`src/rtl/sample_pkg.sv`:
```
// sample_pkg: Falcon RCDT constants and base-sampler FSM state encoding.
package sample_pkg;
  localparam int RCDT_LEN = 18;
  localparam logic [71:0] RCDT_TABLE [RCDT_LEN] = '{
    {24'd10745844, 24'd3068844,  24'd3741698},
    {24'd5559083,  24'd1580863,  24'd8248194},
    {24'd2260429,  24'd13669192, 24'd2736639},
    {24'd708981,   24'd4421575,  24'd10046180},
    {24'd169348,   24'd7122675,  24'd4136815},
    {24'd30538,    24'd13063405, 24'd7650655},
    {24'd4132,     24'd14505003, 24'd7826148},
    {24'd417,      24'd16768101, 24'd11363290},
    {24'd31,       24'd8444042,  24'd8086568},
    {24'd1,        24'd12844466, 24'd265321},
    {24'd0,        24'd1232676,  24'd13644283},
    {24'd0,        24'd38047,    24'd9111839},
    {24'd0,        24'd870,      24'd6138264},
    {24'd0,        24'd14,       24'd12545723},
    {24'd0,        24'd0,        24'd3104126},
    {24'd0,        24'd0,        24'd28824},
    {24'd0,        24'd0,        24'd198},
    {24'd0,        24'd0,        24'd1}
  };
  typedef enum logic [1:0] {IDLE, FETCH, CMP, DONE} sampler_state_t;
endpackage

```
`src/rtl/base_sampler.sv`:
```
// base_sampler: Falcon half-Gaussian base sampler, one RCDT compare per enabled cycle.
module base_sampler
  import sample_pkg::*;
(
  input  logic       clk,
  input  logic       rst_n,
  input  logic       start,
  input  logic       en,
  output logic       random_req,
  input  logic [7:0] random_bytes,
  output logic [4:0] z0,
  output logic       b,
  output logic       done
);
  sampler_state_t state;
  logic [71:0] v;
  logic [71:0] unused_diff;
  logic [3:0]  bidx;
  logic [4:0]  ci;
  logic [4:0]  acc;
  logic        b_int;
  logic        lt;
  assign random_req = en && state == FETCH;
  // v < table entry exactly when the 73-bit subtraction borrows
  assign {lt, unused_diff} = {1'b0, v} - {1'b0, RCDT_TABLE[ci]};
  always_ff @(posedge clk or negedge rst_n)
    if (!rst_n) begin
      state <= IDLE;
      v     <= '0;
      bidx  <= '0;
      ci    <= '0;
      acc   <= '0;
      b_int <= 1'b0;
      z0    <= '0;
      b     <= 1'b0;
      done  <= 1'b0;
    end else if (en) begin
      case (state)
        IDLE: if (start) begin
          state <= FETCH;
          acc   <= '0;
          bidx  <= '0;
        end
        FETCH: begin
          bidx <= bidx + 4'd1;
          if (bidx == 4'd9) begin
            b_int <= random_bytes[0];
            ci    <= '0;
            state <= CMP;
          end else
            v <= {random_bytes, v[71:8]};
        end
        CMP: begin
          acc <= acc + {4'd0, lt};
          ci  <= (ci == 5'(RCDT_LEN - 1)) ? 5'd0 : ci + 5'd1;
          if (ci == 5'(RCDT_LEN - 1)) begin
            z0    <= acc + {4'd0, lt};
            b     <= b_int;
            done  <= 1'b1;
            state <= DONE;
          end
        end
        DONE: begin
          done  <= 1'b0;
          state <= IDLE;
        end
        default: state <= IDLE;
      endcase
    end
endmodule

```
`config.mk`:
```
export PLATFORM = sky130hd
export DESIGN_NAME = base_sampler
export DESIGN_NICKNAME = d
export VERILOG_FILES = /design/src/rtl/sample_pkg.sv /design/src/rtl/base_sampler.sv
export SDC_FILE = /design/constraint.sdc
export NUM_CORES = 1
export LEC_CHECK = 0
export ABC_CLOCK_PERIOD_IN_PS = 11710
export CAP_MARGIN = 10
export CORE_MARGIN = 2
export CORE_UTILIZATION = 65
export CTS_CLUSTER_DIAMETER = 120
export DETAILED_ROUTE_END_ITERATION = 8
export PLACE_DENSITY = 0.84
export SLEW_MARGIN = 20
export SYNTH_ARGS = -nofsm -noshare
export SYNTH_HDL_FRONTEND = slang
export SYNTH_SLANG_ARGS = --single-unit
```
`constraint.sdc`:
```
create_clock -name clk -period 11.71 [get_ports clk]
set_input_delay 2.9275 -clock clk [delete_from_list [all_inputs] [get_ports clk]]
set_output_delay 2.9275 -clock clk [all_outputs]
set_load 0.01 [all_outputs]
```
### Word level (Yosys, flattened, before mapping)

Memory sizes are Yosys's and may differ from the RTL's.
Index checks and enable logic that the tools add are counted.

* register bits after elaboration: 96
* ROM bits: 2304
* output and inout bits: 8
* logic and storage cells: 54
* bits of input ports: 12
* memories: 1

* $lt $le $gt $ge: 1
* multiplexer cells: 15
* reductions and logical operators: 14
* $add $sub $neg: 4
* equal/unequal tests: 8
* bitwise operators: 2

Memory list
* (no name shown): depth 32, width 72, rd ports 1, clocked after memory_dff 0, write ports 0, line base_sampler.sv:25 `assign {lt, unused_diff} = {1'b0, v} - {1'b0, RCDT_TABLE[ci]};`

Operators by type and width (count)
* two-way mux 72 bit: 2
* subtractor 72 x 72 -> 73 bit: 1
* AND reduction 3 bit: 7
* one-hot mux 5 bit (2 select lines): 2
* two-way mux 5 bit: 3
* one-hot mux 2 bit (4 select lines): 1
* one-hot mux 4 bit (2 select lines): 1
* nonzero test 2 bit: 4
* >= comparator 6 bit (second input constant): 1
* two-way mux 2 bit: 3
* NOT 5 -> 6 bit: 1
* adder 5 x 1 -> 5 bit: 1
* adder 5 x 1 -> 5 bit (second input constant): 1
* == test 5 bit (second input constant): 1
* adder 4 x 1 -> 4 bit (second input constant): 1
* == test 2 bit (second input constant): 2
* == test 4 bit (second input constant): 1
* two-way mux 4 bit: 1
* inequality test 2 bit (second input constant): 2
* AND reduction 4 bit: 1
* == test 2 x 1 -> 1 bit (second input constant): 1
* logical NOT 2 bit: 1
* inequality test 2 x 1 -> 1 bit (second input constant): 1
* one-hot mux 1 bit (2 select lines): 1
* 3 further kinds: 3

### Longest topological paths before layout

Gate-level depths: netlist of run 1.

* depth after elaboration: 7
* mapped depth: 22

### Worst setup path after synthesis of run 1

Ideal clock, no wire load.

* path kind: input to output
* start: input port en
* end: output port random_req
* setup slack: 5677 ps
* arrival time: 3106 ps
* stages: 1
* cells stage by stage: and2_1

* cells in the longest elaborated chain, start to end: 1

Ends and longest elaborated chain
* from (decl): line base_sampler.sv:8 `input logic en,`
* logical AND 1 bit: line base_sampler.sv:23 `assign random_req = en && state == FETCH;`
* to (decl): line base_sampler.sv:9 `output logic random_req,`

No other way between the ends.

### Worst setup path in the final report of run 1

Ends and elaborated chain as after synthesis.

==> flow_summary_export.csv, run 1 <==
group,metric,value,unit
timing,fin_skew,6.67,ps
run,drv_cap,0,
floorplanning,start_util,0.660,
global_routing,grt.total_usage,0.325,
clock_network,cts_made_buffers,9,
synthesis,ys.flop_type,"dfrtp_1",
synthesis,synth.most_common_cell,"nand2_1",
timing,tns,0,ps
clock_network,cts_resized,0,
floorplanning,rows,37,
floorplanning,dieHeight,106,um
global_routing,grt_pass1_wl,28.4,mm
detailed_routing,wl,17.2,mm
synthesis,synthDistinctLibCells,50,
power,power.density,239,nW/um2
global_routing,busiest_layer,"met2",
synthesis,synth.avg_cell_area,9.54,um2
synthesis,syn-cell-area,6720,um2
timing,fin_crit_sh,0.611,
global_routing,grt_max_degree,73,
timing,final-hold-violation-count,0,
synthesis,synthArstFlopShare,1.00,
global_routing,grtUsageMet2,0.531,
global_routing,use_met3,0.0390,
detailed_routing,drtIter0Drc,457,
synthesis,synth_cells,705,
layout,register_area,2400,um2
placed_design,place_congestion,0.998,
timing,period_needed,7150,ps
global_routing,antenna_found_initial,0,
clock_network,path_clk_slew,90,ps
setup_path,cp-end-kind,"output pin",
detailed_routing,num_vias,5521,
setup_path,required,8780,ps
synthesis,synth_top_area_cell,"dfrtp_1",
floorplanning,fp.coreArea,10200,um2
layout,num-nets-final,811,
clock_network,cts_sinks,96,
detailed_routing,routed_via_density,6.56,
synthesis,ys_warn_count,0,
timing,tightest_slew,1030,ps
detailed_routing,drtPass1Iterations,5,
synthesis,synth_common_cells,"nand2_1 (98), dfrtp_1 (96), ha_1 (96)",
worst_hold_path,hp-class,"reg2reg",
timing,finalMaxSlewViolations,0,
global_routing,met1_usage,0.423,
synthesis,synth.top_cell.area_share,0.357,
setup_path,arrival,4230,ps
global_routing,grt_pass1_vias,5567,
power,peakVddDrop,0.212,mV
detailed_routing,wl_per_cell,20.4,um
clock_network,post_cts_buffers,0,
detailed_routing,drc_errors,0,
detailed_routing,postRouteAntennaNets,0,
clock_network,cts_max_path_buffers,2,
floorplanning,dieArea,11200,um2
timing,max_freq,0.140,GHz
placed_design,hpwl,12.6,mm
layout,area_growth,6.07,%
floorplanning,io_pins,20,
layout,diodes,0,
outcome,status,"complete, no violations",
layout,n_fill_cell,766,
layout,multi_input_area,4110,um2
timing,maxSlewHeadroom,0.309,
global_routing,grt_overflow_total,0,
clock_network,htree_levels,3,
floorplanning,die_w,106,um
synthesis,synth_area_leaders,"dfrtp_1 (36%), ha_1 (18%), mux2_1 (13%), nand2_1 (5.5%), a21oi_1 (3.6%)",
setup_path,critPathMaxFanout,5,
layout,drive_above_1_share,0.0425,
clock_network,clk_latency,380,ps
synthesis,synth-edff-count,0,
synthesis,synth_seq_cells,96,
synthesis,syn_nets,813,
setup_path,crit_type,"in2out",
power,p_leak,0.00331,uW
clock_network,cts_tree,"done",
synthesis,ys_seq_area_frac,0.357,
timing,rsz0062_at_grt,"no",
setup_path,reg2reg_slack,6200,ps
placed_design,portBuffers,19,
setup_path,cp-start-kind,"input pin",
timing,setup_viol,0,
clock_network,hold_buffers,0,
layout,final_core_util,0.700,
clock_network,cts-root-buf,"clkbuf_8",
## path summary, 6_finish.rpt
| path | from | endpoint | depth (start not counted) |
|---|---|---|---|
| worst max-delay path | en | random_req | 3 |
| worst min-delay path | v[4]$_DFFE_PN0P_ | v[4]$_DFFE_PN0P_ | 1 |
| worst max register to register | ci[0]$_DFFE_PN0P_ | acc[4]$_DFFE_PN0P_ | 19 |
| worst min register to register | v[4]$_DFFE_PN0P_ | v[4]$_DFFE_PN0P_ | 1 |
| max in group asynchronous | rst_n | v[51]$_DFFE_PN0P_ | 2 |
| min in group asynchronous | rst_n | v[20]$_DFFE_PN0P_ | 1 |
## cell usage in the layout, fill, tap and decap left out, types with 3 or more instances in the layout
cell             netlist  final
a211oi_1               4      4
inv_1                 14     14
nor2b_1                7      6
or3_1                  3      3
o31ai_1                6      6
o211ai_1              19     19
nor3_1                 8      8
a22o_1                 5      5
nand3_1               23     23
o21ai_1               15     15
a21oi_1               48     48
mux2_1                76     76
nand2_1               98     98
dfrtp_1               96     96
nand4_1               14     14
clkdlybuf4s50_1        0     18
a21o_1                10     10
ha_1                  96     96
o21a_1                 4      4
a31oi_1                6      6
nor2_1                34     34
nand2b_1               4      4
clkbuf_8               0      9
o21ai_0               41     41
inv_2                  4      4
buf_4                  0      5
inv_6                  0      4
## flip-flops by register name (all words and copies together), names as in the netlist
signal and count:
b_int 1, ci 5, acc 5, v 72
z0 5, done 1, b 1, bidx 4
state 2
## metrics by stage
step                      setup slack [ps]  power [uW]  cells  hold slack, ps  area, um2
after floorplan                       5680        1220    705             459       6720
after global placement                4620        1420    828             471       6970
after detailed placement              4550        1490    828             485       6970
after CTS                             4550        1700    842             502       7130
after global routing                  4460        1840    842             522       7130
final                                 4560        1700    842             504       7130
## power by group
group | leakage (uW) | internal [uW] | total (uW) | switching (uW)
registers | 0.00119 | 476 | 624 | 147
logic | 0.00204 | 390 | 881 | 492
clock network | 0.0000867 | 77.6 | 199 | 122
## metal layers
| metal | wire length [um] | vias to the layer above |
|---|---|---|
| met5 | 0 | - |
| met4 | 824 | 0 |
| met3 | 842 | 55 |
| met2 | 8240 | 199 |
| met1 | 7310 | 2702 |
| li1 | - | 2565 |
## area by class of cell
type / count / share of cell area
Timing Repair Buffer: 23 / 0.0305
Multi-Input combinational cell: 555 / 0.576
Inverter: 18 / 0.00947
Sequential cell: 96 / 0.337
Clock inverter: 5 / 0.00561
Clock buffer: 9 / 0.0174
Tap cell: 136 / 0.0239
## critical path: stages
cell and delay [ps]:
clkdlybuf4s50_1 550, and2_1 200, clkdlybuf4s50_1 560
## cells by family (layout without fill, tap and decap cells)
| logic type | after synthesis | after routing | share of synthesized area |
|---|---|---|---|
| muxes | 80 | 80 | 0.135 |
| buffers and inverters | 54 | 55 | 0.0326 |
| and+or+nand+nor | 205 | 205 | 0.138 |
| adders and majority gates | 96 | 96 | 0.179 |
| DFF | 96 | 96 | 0.357 |
| xor gates and xnor gates | 1 | 1 | 0.00130 |
| AOI/OAI and AO/OA | 173 | 173 | 0.157 |
No activity file was read; power rests on OpenSTA's default activity.
==> inputs of run 2 (changes only) <==
--- a/config.mk
+++ b/config.mk
@@ -5,13 +5,13 @@
 export SDC_FILE = /design/constraint.sdc
 export NUM_CORES = 1
 export LEC_CHECK = 0
-export ABC_CLOCK_PERIOD_IN_PS = 11710
+export ABC_CLOCK_PERIOD_IN_PS = 7350
 export CAP_MARGIN = 10
 export CORE_MARGIN = 2
-export CORE_UTILIZATION = 65
+export CORE_UTILIZATION = 63
 export CTS_CLUSTER_DIAMETER = 120
 export DETAILED_ROUTE_END_ITERATION = 8
-export PLACE_DENSITY = 0.84
+export PLACE_DENSITY = 0.81
 export SLEW_MARGIN = 20
 export SYNTH_ARGS = -nofsm -noshare
 export SYNTH_HDL_FRONTEND = slang
==> constraint.sdc (replaced) <==
create_clock -name clk -period 7.35 [get_ports clk]
set_input_delay 1.8375 -clock clk [delete_from_list [all_inputs] [get_ports clk]]
set_output_delay 1.8375 -clock clk [all_outputs]
set_load 0.01 [all_outputs]
==> run 2 against run 1 <==
Against the previous run: routed wire length decreased by 2.0%; design area is 0.40% higher; flip-flop and latch count unchanged; clock power grew 73%; clock skew rose by 4.6 ps; via count fell by 0.36%; largest cell class unchanged; critical path type is now reg2reg; highest routed layer unchanged; critical path depth up 16; utilization down 0.66 points; combinational power is 58% higher; count of clock-buffer cells in the layout up 2; global-route usage fell by 1.0 points; cell count rose by 0.24%.
==> flow_summary_export.csv, run 2 (synthesis gave the netlist of run 1 again) <==
group,metric,value,unit
timing,period_needed,5140,ps
detailed_routing,num_vias,5501,
timing,finalMaxSlewViolations,0,
timing,tns,0,ps
layout,final_common_cell,"nand2_1",
timing,tightest_slew,986,ps
placed_design,dp_slack,2340,ps
setup_path,critPathBufInv,1,
layout,drive_above_1_share,0.0466,
setup_path,required,7640,ps
detailed_routing,wl,16.9,mm
clock_network,hold_buffers,0,
layout,final_cell_mix,"nand2_1 (98), ha_1 (96), dfrtp_1 (96)",
power,p_leak,0.00333,uW
global_routing,antenna_found_initial,0,
detailed_routing,routed_via_density,6.52,
clock_network,cts-root-buf,"clkbuf_8",
clock_network,cts_sinks,96,
placed_design,portBuffers,19,
setup_path,path_delay_family,"simple AND/OR/NAND/NOR gates",
placed_design,hpwl,12.5,mm
setup_path,cp-start-kind,"flop",
clock_network,cts_made_buffers,9,
setup_path,critPathMaxFanout,17,
detailed_routing,drc_errors,0,
layout,n_fill_cell,783,
clock_network,post_cts_buffers,0,
global_routing,grt.total_usage,0.315,
detailed_routing,postRouteAntennaNets,0,
power,internal-power,1520,uW
setup_path,cp_cell_sequence,"inv_1 > ha_1 > nand2_1 > o21ai_0 > o211ai_1 > ha_1 > nand4_1 > nor4_2 > nand4_1 > or4_1 > a21oi_1 > nor4_1 > ha_1 > ha_1 > nand3_1 > nor2_1 > nand2_1 > nand2_1 > a22o_1",
worst_hold_path,whs_path_depth,1,
worst_hold_path,hp-class,"reg2reg",
layout,area_growth,6.49,%
setup_path,r2r_end,"acc[4]$_DFFE_PN0P_",
clock_network,htree_levels,3,
layout,diodes,0,
floorplanning,dieHeight,107,um
worst_hold_path,hp-start,"b$_DFFE_PN0P_",
clock_network,cts_tree,"done",
clock_network,cts_resized,0,
power,power.density,381,nW/um2
floorplanning,rows,37,
setup_path,cp-end-kind,"flop",
setup_path,ff2ff_path_depth,19,
power,sw_frac_of_total,0.444,
timing,setup_viol,0,
layout,top_register,"v",
worst_hold_path,hold_path_end,"b$_DFFE_PN0P_",
detailed_routing,drtIter0Drc,427,
placed_design,place_congestion,0.983,
power,power.switching,1210,uW
timing,final-hold-violation-count,0,
floorplanning,dieArea,11500,um2
clock_network,clk_latency,390,ps
global_routing,grt_max_degree,65,
clock_network,cts_max_path_buffers,2,
timing,fin_skew,11.3,ps
outcome,status,"complete, no violations",
floorplanning,io_pins,20,
power,pwr-share-comb,0.509,
setup_path,startpoint,"ci[1]$_DFFE_PN0P_",
power,seqPwrFrac,0.365,
setup_path,rr_startpoint,"ci[1]$_DFFE_PN0P_",
layout,largest_register_ffs,72,
global_routing,grt_pass1_vias,5457,
global_routing,grt_overflow_total,0,
setup_path,crit_type,"reg2reg",
global_routing,grt_pass1_wl,27.9,mm
timing,maxSlewHeadroom,0.341,
setup_path,max_stage_delay,760,ps
floorplanning,start_util,0.651,
layout,num-nets-final,811,
setup_path,arrival,5430,ps
timing,max_freq,0.195,GHz
timing,timing.final.ws_setup,2210,ps
power,power_frac_clock,0.126,
run,drv_cap,0,
timing,fin_crit_sh,0.699,
setup_path,cp_common_cell,"ha_1",
power,peakVddDrop,0.272,mV
clock_network,path_clk_slew,100,ps
detailed_routing,wl_per_cell,20.0,um
floorplanning,die_w,107,um
detailed_routing,drtPass1Iterations,5,
floorplanning,fp.coreArea,10300,um2
setup_path,crit_path_top_delay_cell,"dfrtp_1",
setup_path,reg2reg_slack,2210,ps
timing,rsz0062_at_grt,"no",
run 2: per-stage QoR:
stage	power (uW)	instance area, um2	util	hold WS, ps	std cells
floorplan	1940	6720	-	459	705
global placement	2280	6970	0.675	471	828
detailed placement	2380	6970	0.675	484	828
CTS	2730	7160	0.693	507	844
global route	2960	7160	0.694	524	844
finish	2730	7160	0.694	503	844
run 2: area by class of cell:
class                   count  area (um2)  share of cell area
inverters                  18        67.6             0.00944
multi-input cells         555        4110               0.574
well taps                 136         170              0.0238
clock inverters             5        38.8             0.00542
clock buffers              11         151              0.0211
repair buffers             23         218              0.0304
flip-flops and latches     96        2400               0.335
run 2: worst max-delay path by stage:
stage | endpoint | slack [ps] | depth (start not counted)
after CTS | acc[4]$_DFFE_PN0P_ | 2330 | 19
after floorplan | acc[4]$_DFFE_PN0P_ | 3380 | 20
after global routing | acc[4]$_DFFE_PN0P_ | 1920 | 19
final | acc[4]$_DFFE_PN0P_ | 2210 | 19
after global placement | acc[4]$_DFFE_PN0P_ | 2410 | 18
after detailed placement | acc[4]$_DFFE_PN0P_ | 2340 | 19
run 2: worst reg2reg max path: cells and delay by family (launching register included):
kind	cells	cell delay, ps
DFF	1	760
adders and majority gates	4	1070
AOI/OAI and AO/OA	4	920
and+or+nand+nor	10	1910
buffers and inverters	1	400
run 2: routing by layer:
metal  GRT usage  up-vias  routed length, um
li1            -     2573                  -
met1       0.410     2653               7190
met2       0.502      223               7890
met3      0.0684       52               1100
met4       0.150        0                678
met5           0        -                  0
run 2: power groups by stage:
| stage | Combinational (uW) | Clock (uW) | Sequential [uW] |
|---|---|---|---|
| after floorplan | 1040 | 0 | 897 |
| after global placement | 1290 | 0 | 988 |
| after detailed placement | 1370 | 0 | 1000 |
| after CTS | 1380 | 351 | 992 |
| after global routing | 1570 | 367 | 1030 |
| final | 1390 | 344 | 997 |
==> patch 1 (flow settings as in run 2) <==
The 4 states of `sampler_state_t` get a one-hot encoding in 4 bits.
--- a/src/rtl/sample_pkg.sv
+++ b/src/rtl/sample_pkg.sv
@@ -23,3 +23,3 @@
   };
-  typedef enum logic [1:0] {IDLE, FETCH, CMP, DONE} sampler_state_t;
+  typedef enum logic [3:0] {IDLE = 4'b0001, FETCH = 4'b0010, CMP = 4'b0100, DONE = 4'b1000} sampler_state_t;
 endpackage
Check against the original RTL: no difference found for any inputs over 4 cycles, from zero or initial values and one cycle with rst_n low; so few cycles prove little.
==> patch 1 against run 2 <==
Largest cell class unchanged. Combinational power is 37% lower. Count of clock-buffer cells in the layout fell by 1. Worst setup slack worse by 0.18 ns. Sequential cell count rose by 2. Final cell count down 1.4%. Sequential power is 24% lower. Total power shrank 27%. Sequential share of layout area is 0.90 points higher. Wire length increased by 1.7%. Worst hold slack got worse by 0.0056 ns. Synthesized area barely moved. Non-clock buffer count unchanged. Synthesized cell count shrank 2.4%. Design area is 0.52% lower.
==> patch 1: results <==
{
  "placed_instances": 816,
  "synth.top_cells.by_count": "sky130_fd_sc_hd__dfrtp_1, sky130_fd_sc_hd__ha_1, sky130_fd_sc_hd__nand2_1",
  "worst_setup_path_startpoint": "en",
  "routedWlPerCell_um": 20.61,
  "synthesized_nets": 792,
  "setup.reg_to_reg.worst_slack_ns": 2.22,
  "cp_slowest_cell": "sky130_fd_sc_hd__clkdlybuf4s50_1",
  "place.gp.congestion": 0.9340,
  "clk_latency_ns": 0.39,
  "route.detailed.vias_per_inst": 6.518,
  "met3_track_demand_over_resource": 0.04843,
  "post_detailed_placement_half_perimeter_wirelength_um": 12690,
  "critPathTopFamily": "buffers and inverters",
  "crit_arrival_ns": 3.48,
  "timing_max_transition_violations_final": 0,
  "nets": 795,
  "wire_length_of_the_first_global_routing_pass_um": 27570,
  "drive_above_1_share": 0.1121,
  "met1_grt_util": 0.4212,
  "crit-reg2reg-capture": "z0[4]",
  "drt_iter0_markers": 597,
  "synth_top_cells_by_area": "sky130_fd_sc_hd__dfrtp_1, sky130_fd_sc_hd__ha_1, sky130_fd_sc_hd__mux2_2",
  "worstSetupEndpoint": "random_req",
  "max-slew-margin-rel": 0.3541,
  "vias_in_the_first_global_route": 5362,
  "grt_use_total": 0.3132,
  "wl_met1_um": 7461,
  "net_switching_uw": 847.0,
  "syn-instance-count": 688,
  "r2r_cells": 17,
  "critPathMaxFanout": 6,
  "met3WireLength_um": 1037,
  "run_status": "finished clean",
  "r2r_start": "ci[3]",
  "power.leakage_nw": 3.454,
  "yosysUniqueCellTypes": 55,
  "max_stage_delay_ns": 0.58,
  "routed-wl-met2_um": 8037,
  "timing.clock.skew_ns": 0.01366,
  "grt_start_max_net_pins": 73,
  "finish.cell_count_without_fillers": 832
}
[patch 1: kinds of logic (layout without fill, tap and decap cells)]
kind of cell	Yosys count	count (layout)	synth area share
xor gates and xnor gates	4	4	0.005215
DFF	98	98	0.3652
AOI/OAI and AO/OA	172	172	0.1553
buffers and inverters	47	55	0.03538
adders and majority gates	92	92	0.1713
and+or+nand+nor	199	199	0.1402
muxes	76	76	0.1274
[patch 1: worst min path at each step]
stage | from | endpoint | slack (ns) | cells after the start
finish | z0[2] | z0[2] | 0.50 | 2
global route | v[4] | v[4] | 0.54 | 1
CTS | z0[4] | z0[4] | 0.51 | 2
detailed placement | z0[4] | z0[4] | 0.48 | 2
global placement | z0[4] | z0[4] | 0.47 | 2
floorplan | acc[4] | acc[4] | 0.47 | 2
[patch 1: through the flow]
step / setup WS (ns) / power [mW] / area, sq um / hold WS (ns) / utilization
2_1_floorplan: 3.233 / 1.361 / 6719 / 0.4692 / -
3_3_place_gp: 2.087 / 1.571 / 6929 / 0.4655 / 0.6712
3_5_place_dp: 2.054 / 1.624 / 6929 / 0.4824 / 0.6712
4_1_cts: 2.039 / 1.978 / 7123 / 0.5063 / 0.6900
5_1_grt: 1.783 / 2.128 / 7123 / 0.5356 / 0.6900
6_report: 2.036 / 1.990 / 7123 / 0.4977 / 0.6900
[patch 1: final cells by class]
cell class	count	area, sq um
clock buffers	10	137.6
repair buffers	23	217.7
fillers	819	3201
inverters	16	60.06
multi-input cells	543	4028
flip-flops and latches	98	2454
clock inverters	6	56.30
well taps	136	170.2
[patch 1: power by group through the flow]
stage	registers (mW)	logic (mW)	clock network (mW)
after floorplan	0.716	0.645	0
after global placement	0.759	0.812	0
after detailed placement	0.768	0.855	0
after CTS	0.757	0.862	0.359
after global routing	0.772	0.977	0.379
final	0.759	0.876	0.356
==> patch 2 (settings of run 2) <==
Made on the original files. Make the reset (`rst_n`) synchronous in one clocked block.
--- a/src/rtl/base_sampler.sv
+++ b/src/rtl/base_sampler.sv
@@ -25,3 +25,3 @@
   assign {lt, unused_diff} = {1'b0, v} - {1'b0, RCDT_TABLE[ci]};
-  always_ff @(posedge clk or negedge rst_n)
+  always_ff @(posedge clk)
     if (!rst_n) begin
Function: differs if rst_n is asserted again (counterexample within 4 cycles, from zero or initial values and one cycle with rst_n low); with rst_n held inactive, the same outputs for 4 cycles.
==> patch 2 against run 2 <==
Synthesized area is 3.4% lower. Sequential cell count unchanged. Count of clock-buffer cells in the layout is the same. Worst setup slack worse by 0.088 ns. Highest routed layer unchanged. Wire length is 6.5% higher. Synthesized cell count is 26% higher. Design area decreased by 3.5%. Critical endpoint is now acc[4].
Power is not compared: it rests on default switching activity, and its combinational part moved more than twofold at a synthesized area within 25%.
==> patch 2: results <==
{
  "routed-wl-met2_um": 8588,
  "critPathMaxFanout": 63,
  "fin_hold_ws_ns": 0.4835,
  "worst_pin_slew_ns": 1.034,
  "wl_met1_um": 7569,
  "setup.reg_to_reg.worst_slack_ns": 2.12,
  "multi_input_comb_cells": 723,
  "crit_arrival_ns": 5.47,
  "crit-reg2reg-capture": "acc[4]",
  "max_freq_mhz": 191.3,
  "synth-main-ff-cell": "sky130_fd_sc_hd__dfxtp_1",
  "buffers_excl_clock": 24,
  "async_flop_share": 0,
  "multi_input_logic_portion_of_the_cell_area": 0.6245,
  "r2r_cells": 18,
  "total_core_area_sq_mm": 0.01018,
  "drive_above_1_share": 0.04447,
  "clkCellAreaFrac": 0.02969,
  "wire_length_of_the_first_global_routing_pass_um": 29310,
  "placed_area_sq_mm": 0.006706,
  "synth.yosys.seq_area_share": 0.2960,
  "nets": 980,
  "run_status": "finished clean",
  "route.detailed.vias_per_inst": 6.184,
  "critPathTopFamily": "compound AO/OA/AOI/OAI gates",
  "synth.top_cells.by_count": "sky130_fd_sc_hd__nand2_1, sky130_fd_sc_hd__a21oi_1, sky130_fd_sc_hd__dfxtp_1, sky130_fd_sc_hd__ha_1, sky130_fd_sc_hd__nor2_1",
  "cp_slowest_cell": "sky130_fd_sc_hd__inv_1",
  "routedWlPerCell_um": 17.73
}
patch 2: how the worst max path moves through the flow:
| stage | startpoint | endpoint | slack (ns) |
|---|---|---|---|
| 6_report | ci[2] | acc[4] | 2.12 |
| 5_1_grt | ci[2] | acc[4] | 1.77 |
| 4_1_cts | ci[2] | acc[4] | 2.22 |
| 3_5_place_dp | ci[2] | acc[4] | 2.26 |
| 3_3_place_gp | ci[2] | acc[4] | 2.27 |
| 2_1_floorplan | ci[1] | acc[4] | 3.51 |
patch 2: cell families after synthesis:
| family | Yosys count | synth area share |
|---|---|---|
| XOR/XNOR | 5 | 0.006746 |
| AND/OR/NAND/NOR | 376 | 0.2482 |
| AO/OA/AOI/OAI | 239 | 0.2124 |
| adder cells (fa/ha/maj) | 96 | 0.1850 |
| multiplexers | 7 | 0.01099 |
| flip-flops | 96 | 0.2960 |
| buffers and inverters | 69 | 0.04066 |
